$ cat src/rtl/imem_pkg.sv
// Shared types and default parameters for the loadable instruction memory.
// Optional parity protection is enabled with IMEM_PARITY_EN.
package imem_pkg;

  typedef enum logic [1:0] {
    ST_IDLE,
    ST_LOAD,
    ST_RUN
  } state_e;

  localparam int DATA_W_DEF = 32;
  localparam int ADDR_W_DEF = 16;
  localparam int DEPTH_DEF  = 64;

  localparam logic [31:0] NOP_WORD_DEF = 32'h0000_0000;

endpackage

$ cat src/rtl/imem_array.sv
// Unreset storage array: synchronous write port, synchronous read port.
// Read data holds its value when no read is enabled.
module imem_array #(
  parameter int W  = 32,
  parameter int D  = 64,
  parameter int AW = 6
) (
  input  logic          clk,
  input  logic          we_i,
  input  logic [AW-1:0] waddr_i,
  input  logic [W-1:0]  wdata_i,
  input  logic          re_i,
  input  logic [AW-1:0] raddr_i,
  output logic [W-1:0]  rdata_o
);

  logic [W-1:0] mem_q [D];
  logic [W-1:0] rdata_q;

  always_ff @(posedge clk) begin
    if (we_i) begin
      mem_q[waddr_i] <= wdata_i;
    end
    if (re_i) begin
      rdata_q <= mem_q[raddr_i];
    end
  end

  assign rdata_o = rdata_q;

endmodule

$ cat src/rtl/imem_loadable.sv
// Instruction memory loaded word-by-word, then fetched one word per cycle.
// Define IMEM_PARITY_EN to store and check one even-parity bit per word.
module imem_loadable
  import imem_pkg::*;
#(
  parameter int DATA_W = DATA_W_DEF,
  parameter int ADDR_W = ADDR_W_DEF,
  parameter int DEPTH  = DEPTH_DEF,
  parameter logic [DATA_W-1:0] NOP_WORD = DATA_W'(NOP_WORD_DEF),
  localparam int CNT_W = $clog2(DEPTH + 1)
) (
  input  logic              clk,
  input  logic              rst_n,
  input  logic              LoadStart,
  input  logic              LoadWe,
  input  logic [DATA_W-1:0] LoadData,
  input  logic              LoadDone,
  input  logic              FetchReq,
  input  logic [ADDR_W-1:0] PC,
  output logic              FetchReady,
  output logic [DATA_W-1:0] Instruction,
  output logic              InstrValid,
  output logic              AddrFault,
`ifdef IMEM_PARITY_EN
  output logic              ParityErr,
`endif
  output logic [CNT_W-1:0]  LoadCount,
  output logic              LoadOverflow
);

  localparam int AW = (DEPTH > 1) ? $clog2(DEPTH) : 1;
`ifdef IMEM_PARITY_EN
  localparam int MW = DATA_W + 1;
`else
  localparam int MW = DATA_W;
`endif

  state_e           state_q, state_d;
  logic [CNT_W-1:0] cnt_q, cnt_d;
  logic             ovf_q, ovf_d;
  logic             vld_q, flt_q, have_q;
  logic             loading, full, wr_en, fire, in_rng;
  logic [MW-1:0]    wdata, rdata;

  // A LoadStart overrides any other load activity in the same cycle
  assign loading = (state_q == ST_LOAD) && !LoadStart;
  assign full    = (cnt_q == CNT_W'(DEPTH));
  assign wr_en   = loading && LoadWe && !full;
  assign fire    = FetchReq && FetchReady;
  assign in_rng  = 64'(PC) < 64'(cnt_q);

  always_comb begin
    state_d = state_q;
    cnt_d   = cnt_q;
    ovf_d   = ovf_q;
    unique case (1'b1)
      LoadStart: begin
        state_d = ST_LOAD;
        cnt_d   = '0;
        ovf_d   = 1'b0;
      end
      loading: begin
        if (LoadWe) begin
          if (full) ovf_d = 1'b1;
          else      cnt_d = cnt_q + 1'b1;
        end
        if (LoadDone) state_d = ST_RUN;
      end
      default: ;
    endcase
  end

  always_ff @(posedge clk or negedge rst_n) begin
    if (!rst_n) begin
      state_q <= ST_IDLE;
      cnt_q   <= '0;
      ovf_q   <= 1'b0;
      vld_q   <= 1'b0;
      flt_q   <= 1'b0;
      have_q  <= 1'b0;
    end else begin
      state_q <= state_d;
      cnt_q   <= cnt_d;
      ovf_q   <= ovf_d;
      vld_q   <= fire;
      if (fire) begin
        flt_q  <= !in_rng;
        have_q <= 1'b1;
      end
    end
  end

`ifdef IMEM_PARITY_EN
  assign wdata     = {^LoadData, LoadData};
  assign ParityErr = vld_q && !flt_q && (^rdata);
`else
  assign wdata     = LoadData;
`endif

  imem_array #(
    .W  (MW),
    .D  (DEPTH),
    .AW (AW)
  ) u_arr (
    .clk     (clk),
    .we_i    (wr_en),
    .waddr_i (cnt_q[AW-1:0]),
    .wdata_i (wdata),
    .re_i    (fire && in_rng),
    .raddr_i (PC[AW-1:0]),
    .rdata_o (rdata)
  );

  // The array has no reset, so show NOP until a real word has been read
  assign Instruction  = (have_q && !flt_q) ? rdata[DATA_W-1:0] : NOP_WORD;
  assign InstrValid   = vld_q;
  assign AddrFault    = flt_q;
  assign FetchReady   = (state_q == ST_RUN);
  assign LoadCount    = cnt_q;
  assign LoadOverflow = ovf_q;

endmodule

$ cat config.mk
export PLATFORM = sky130hd
export DESIGN_NAME = imem_loadable
export DESIGN_NICKNAME = d
export VERILOG_FILES = /design/src/rtl/imem_pkg.sv /design/src/rtl/imem_array.sv /design/src/rtl/imem_loadable.sv
export SDC_FILE = /design/constraint.sdc
export NUM_CORES = 2
export LEC_CHECK = 0
export BUFFER_PORTS_ARGS = -buffer_cell sky130_fd_sc_hd__buf_2
export CORE_MARGIN = 5
export CORE_UTILIZATION = 44
export CTS_CLUSTER_SIZE = 8
export DETAILED_ROUTE_END_ITERATION = 10
export HOLD_SLACK_MARGIN = 0.1
export PLACE_DENSITY = 0.64
export SLEW_MARGIN = 20
export SYNTH_ARGS = -nofsm -noshare
export SYNTH_HDL_FRONTEND = slang
export SYNTH_HIERARCHICAL = 1
export SYNTH_SLANG_ARGS = --single-unit
$ cat constraint.sdc
create_clock -name clk -period 5.9 [get_ports clk]
set_input_delay 1.18 -clock clk [delete_from_list [all_inputs] [get_ports clk]]
set_output_delay 1.18 -clock clk [all_outputs]
set_load 0.01 [all_outputs]
==> results.cfg <==
[detailed_routing]
drc = 0
vias = 38086
viasPerCell = 6.127
antenna_left = 0
drt_iter0_markers = 4306
first_pass_iters = 5
routed_wl_mm = 198.0
wl_per_cell_um = 31.86

[clock_network]
post_cts_buffers = 0
cts.root.buffer_cell = clkbuf_16
numCtsBuffers = 311
clk_pin_slew_worst_paths_ns = 0.05
cts.path.max_buffers = 4
insertion_delay_ns = 0.92
ctsHoldBuffers = 0
cts_resized = 0
cts_tree = built
htree_levels = 5
clock-sinks = 2093

[synth]
yosys.area_share.xor_xnor_pct = 0.02194
synthArstFlopShare_pct = 0.6211
ys_seq_elements = 2093
synth.area.top_cells = edfxtp_1 78%, mux4_2 15%, mux2i_1 1.2%
muxShareOfSynthArea_pct = 16.52
ys_seq_area_share_pct = 78.63
synth_top_family_by_area = multiplexers
synth_top_area_share_pct = 78.22
syn_area_per_cell_sq_um = 23.20
synthFlopType = edfxtp_1
syn_area_sq_um = 79850
yosys.area_share.adder_pct = 0.1254
synth_area_leader_cell = edfxtp_1
synthesis.nets = 3503
yosysWarnings = 6
synth-simple-area-share_pct = 1.741
syn_inst = 3441
synth.distinct_cells = 49
synth_edf_count = 2080
synth_compound_area_share_pct = 1.791

[power_and_ir_drop]
swShare_pct = 20.24
power.density_nw_per_um2 = 356.5
peakVddDrop_mv = 0.2975
seqPwrFrac_pct = 49.9
pwr-share-comb_pct = 4.6
p_sw_mw = 6.671
internal_power_mw = 26.29
p_clk_share_pct = 45.6
total_power_mw = 32.96
leakage_nw = 29.06

[layout]
final_cells = 6216
layout_commonest_cell = edfxtp_1
syn2layout_area_growth_pct = 15.79
final_area_sq_um = 92460
drive_gt1_share_pct = 31.03
final_cell_mix = 2,080 x edfxtp_1, 544 x mux4_2, 315 x clkbuf_16
postLayoutCoreUtil_pct = 51.21
nets = 3881

[timing]
hold_viol = 0
fmax_mhz = 218.6
slew_violations = 0
skew_ns = 0.04472
rsz0062_at_grt = no
fin_crit_ns = 4.575
finalCritPeriodShare_pct = 77.55
setup_viol = 0
maxSlewHeadroom_pct = 27.74
setup_tns_ns = 0
tightest_slew_ns = 1.084

[die]
die_w_um = 436.0
num_rows = 156
ios = 97
die_h_um = 436.0
die-area_sq_um = 190100
coreArea_sq_um = 180500
start_util_pct = 44.22

[placement]
portBuffers = 96
dp.cells = 5875
dp_hpwl_mm = 114.5
gp_congestion = 0.8306
placed_cell_area_sq_um = 84410

[worst_setup_path]
cp-end-kind = flip-flop
worstSetupPathType = flip-flop to flip-flop
cp_cell_sequence = inv_1 -> ha_1 -> nor2b_1 -> a21oi_2 -> nor2b_1 -> nor2b_1 -> nand3_1 -> nor2_4 -> buf_4
critical_path.startpoint_type = flip-flop
path_common_cell = nor2b_1
cp_slowest_cell = nor2_4
critPathMaxStageDelay_ns = 0.94
required_ns = 6.50
cp.arrival_ns = 5.17
path_max_fanout = 24
ff2ff_path_depth = 9
r2r_setup_slack_ns = 1.32
r2r-start = LoadCount[1]
timing.rr.end = u_arr/mem_q[14][6]

[run_status]
status = finished clean

[grt]
first_global_vias = 38767
gr-total-overflow = 0
grt_pass1_wl_mm = 284.6
grt_start_max_net_pins = 100
antenna_found_initial = 14
grt_usage_pct = 20.72

[job]
drv_cap = 0

[worst_hold_path]
hold_class = input pin to asynchronous set/reset pin
## synthesized netlist by cell type (2+ instances only)
library cell and instances:
xnor2_1 2, nand3b_1 6, or3_1 6, a311oi_1 8, mux2i_1 94, nor3_1 8, dfrtp_1 13, nand4_1 4
o32ai_1 4, mux4_2 544, buf_4 25, inv_1 8, or3b_2 3, buf_6 5, nor4_1 2, nor2b_1 19
a31oi_1 2, nand4b_1 2, or2_2 2, a41o_1 4, o22ai_1 84, a21oi_1 67, nand3_1 6, nand2_1 28
buf_2 57, and2_1 35, a211oi_1 2, o21ai_0 3, clkbuf_1 78, or3b_1 2, a22oi_1 12, o221ai_1 27
nand2b_1 9, ha_1 8, and3_1 4, edfxtp_1 2080, nor2_1 146, buf_1 21
## worst max-delay path, delay by kind of cell, from the launching register on
kind	cells	cell delay, ns
DFF	1	0.74
AOI/OAI and AO/OA	1	0.26
adders and majority gates	1	0.23
and+or+nand+nor	5	2.57
buffers and inverters	2	0.46
## how the worst max path moves through the flow
stage / startpoint / end / slack, ns / cells after the start
after floorplan: LoadWe / u_arr/mem_q[49][0] / 1.02 / 6
after CTS: LoadCount[1] / u_arr/mem_q[14][6] / 1.46 / 9
after global placement: LoadWe / u_arr/mem_q[6][29] / 1.18 / 7
after detailed placement: LoadWe / u_arr/mem_q[14][19] / 1.23 / 8
final: LoadCount[1] / u_arr/mem_q[14][6] / 1.32 / 9
after global routing: LoadCount[1] / u_arr/mem_q[14][6] / 1.15 / 9
## layer usage
layer	vias to the layer above	GRT usage (%)	part of all wire, %
met3	281	4.803	9.1
met4	12	5.823	2.5
met1	20650	29.27	40
met5	-	0	0.042
li1	15314	-	-
met2	1829	32.76	48
## logic make-up after synthesis
| logic type | count (synthesis) |
|---|---|
| multiplexers | 638 |
| buffers and inverters | 194 |
| AND/OR/NAND/NOR | 287 |
| flip-flops | 2093 |
| XOR/XNOR | 2 |
| adder cells (fa/ha/maj) | 8 |
| AO/OA/AOI/OAI | 219 |
## sequential cells by signal, indices dropped and copies added, names as in the netlist
signal / count
state_q: 2
have_q: 1
InstrValid: 1
u_arr/mem_q: 2048
u_arr/rdata_o: 32
LoadOverflow: 1
AddrFault: 1
LoadCount: 7
## metrics by stage
stage                     setup slack, ns  hold slack [ns]
after floorplan                     1.024           0.4308
after global placement              1.177           0.4536
after detailed placement            1.233           0.4590
after CTS                           1.462           0.1068
after global routing                1.147           0.1586
final                               1.325           0.1770
## area by class of cell
class / count / area (sq um)
Antenna cell: 5 / 12.51
Tap cell: 2370 / 2965
Clock inverter: 6 / 62.56
Sequential cell: 2093 / 62790
Clock buffer: 329 / 7935
Fill cell: 13681 / 88090
Timing Repair Buffer: 251 / 2043
Multi-Input combinational cell: 1154 / 16620
Inverter: 8 / 30.03
## power by group through the flow
stage / Sequential, mW / Combinational, mW / Clock (mW)
final: 16.4 / 1.51 / 15.0
after global routing: 16.4 / 1.60 / 15.9
after CTS: 16.4 / 1.53 / 15.3
after detailed placement: 16.7 / 1.53 / 0
after global placement: 16.7 / 1.51 / 0
after floorplan: 16.7 / 0.798 / 0
Power figures use the tool's default switching activity.
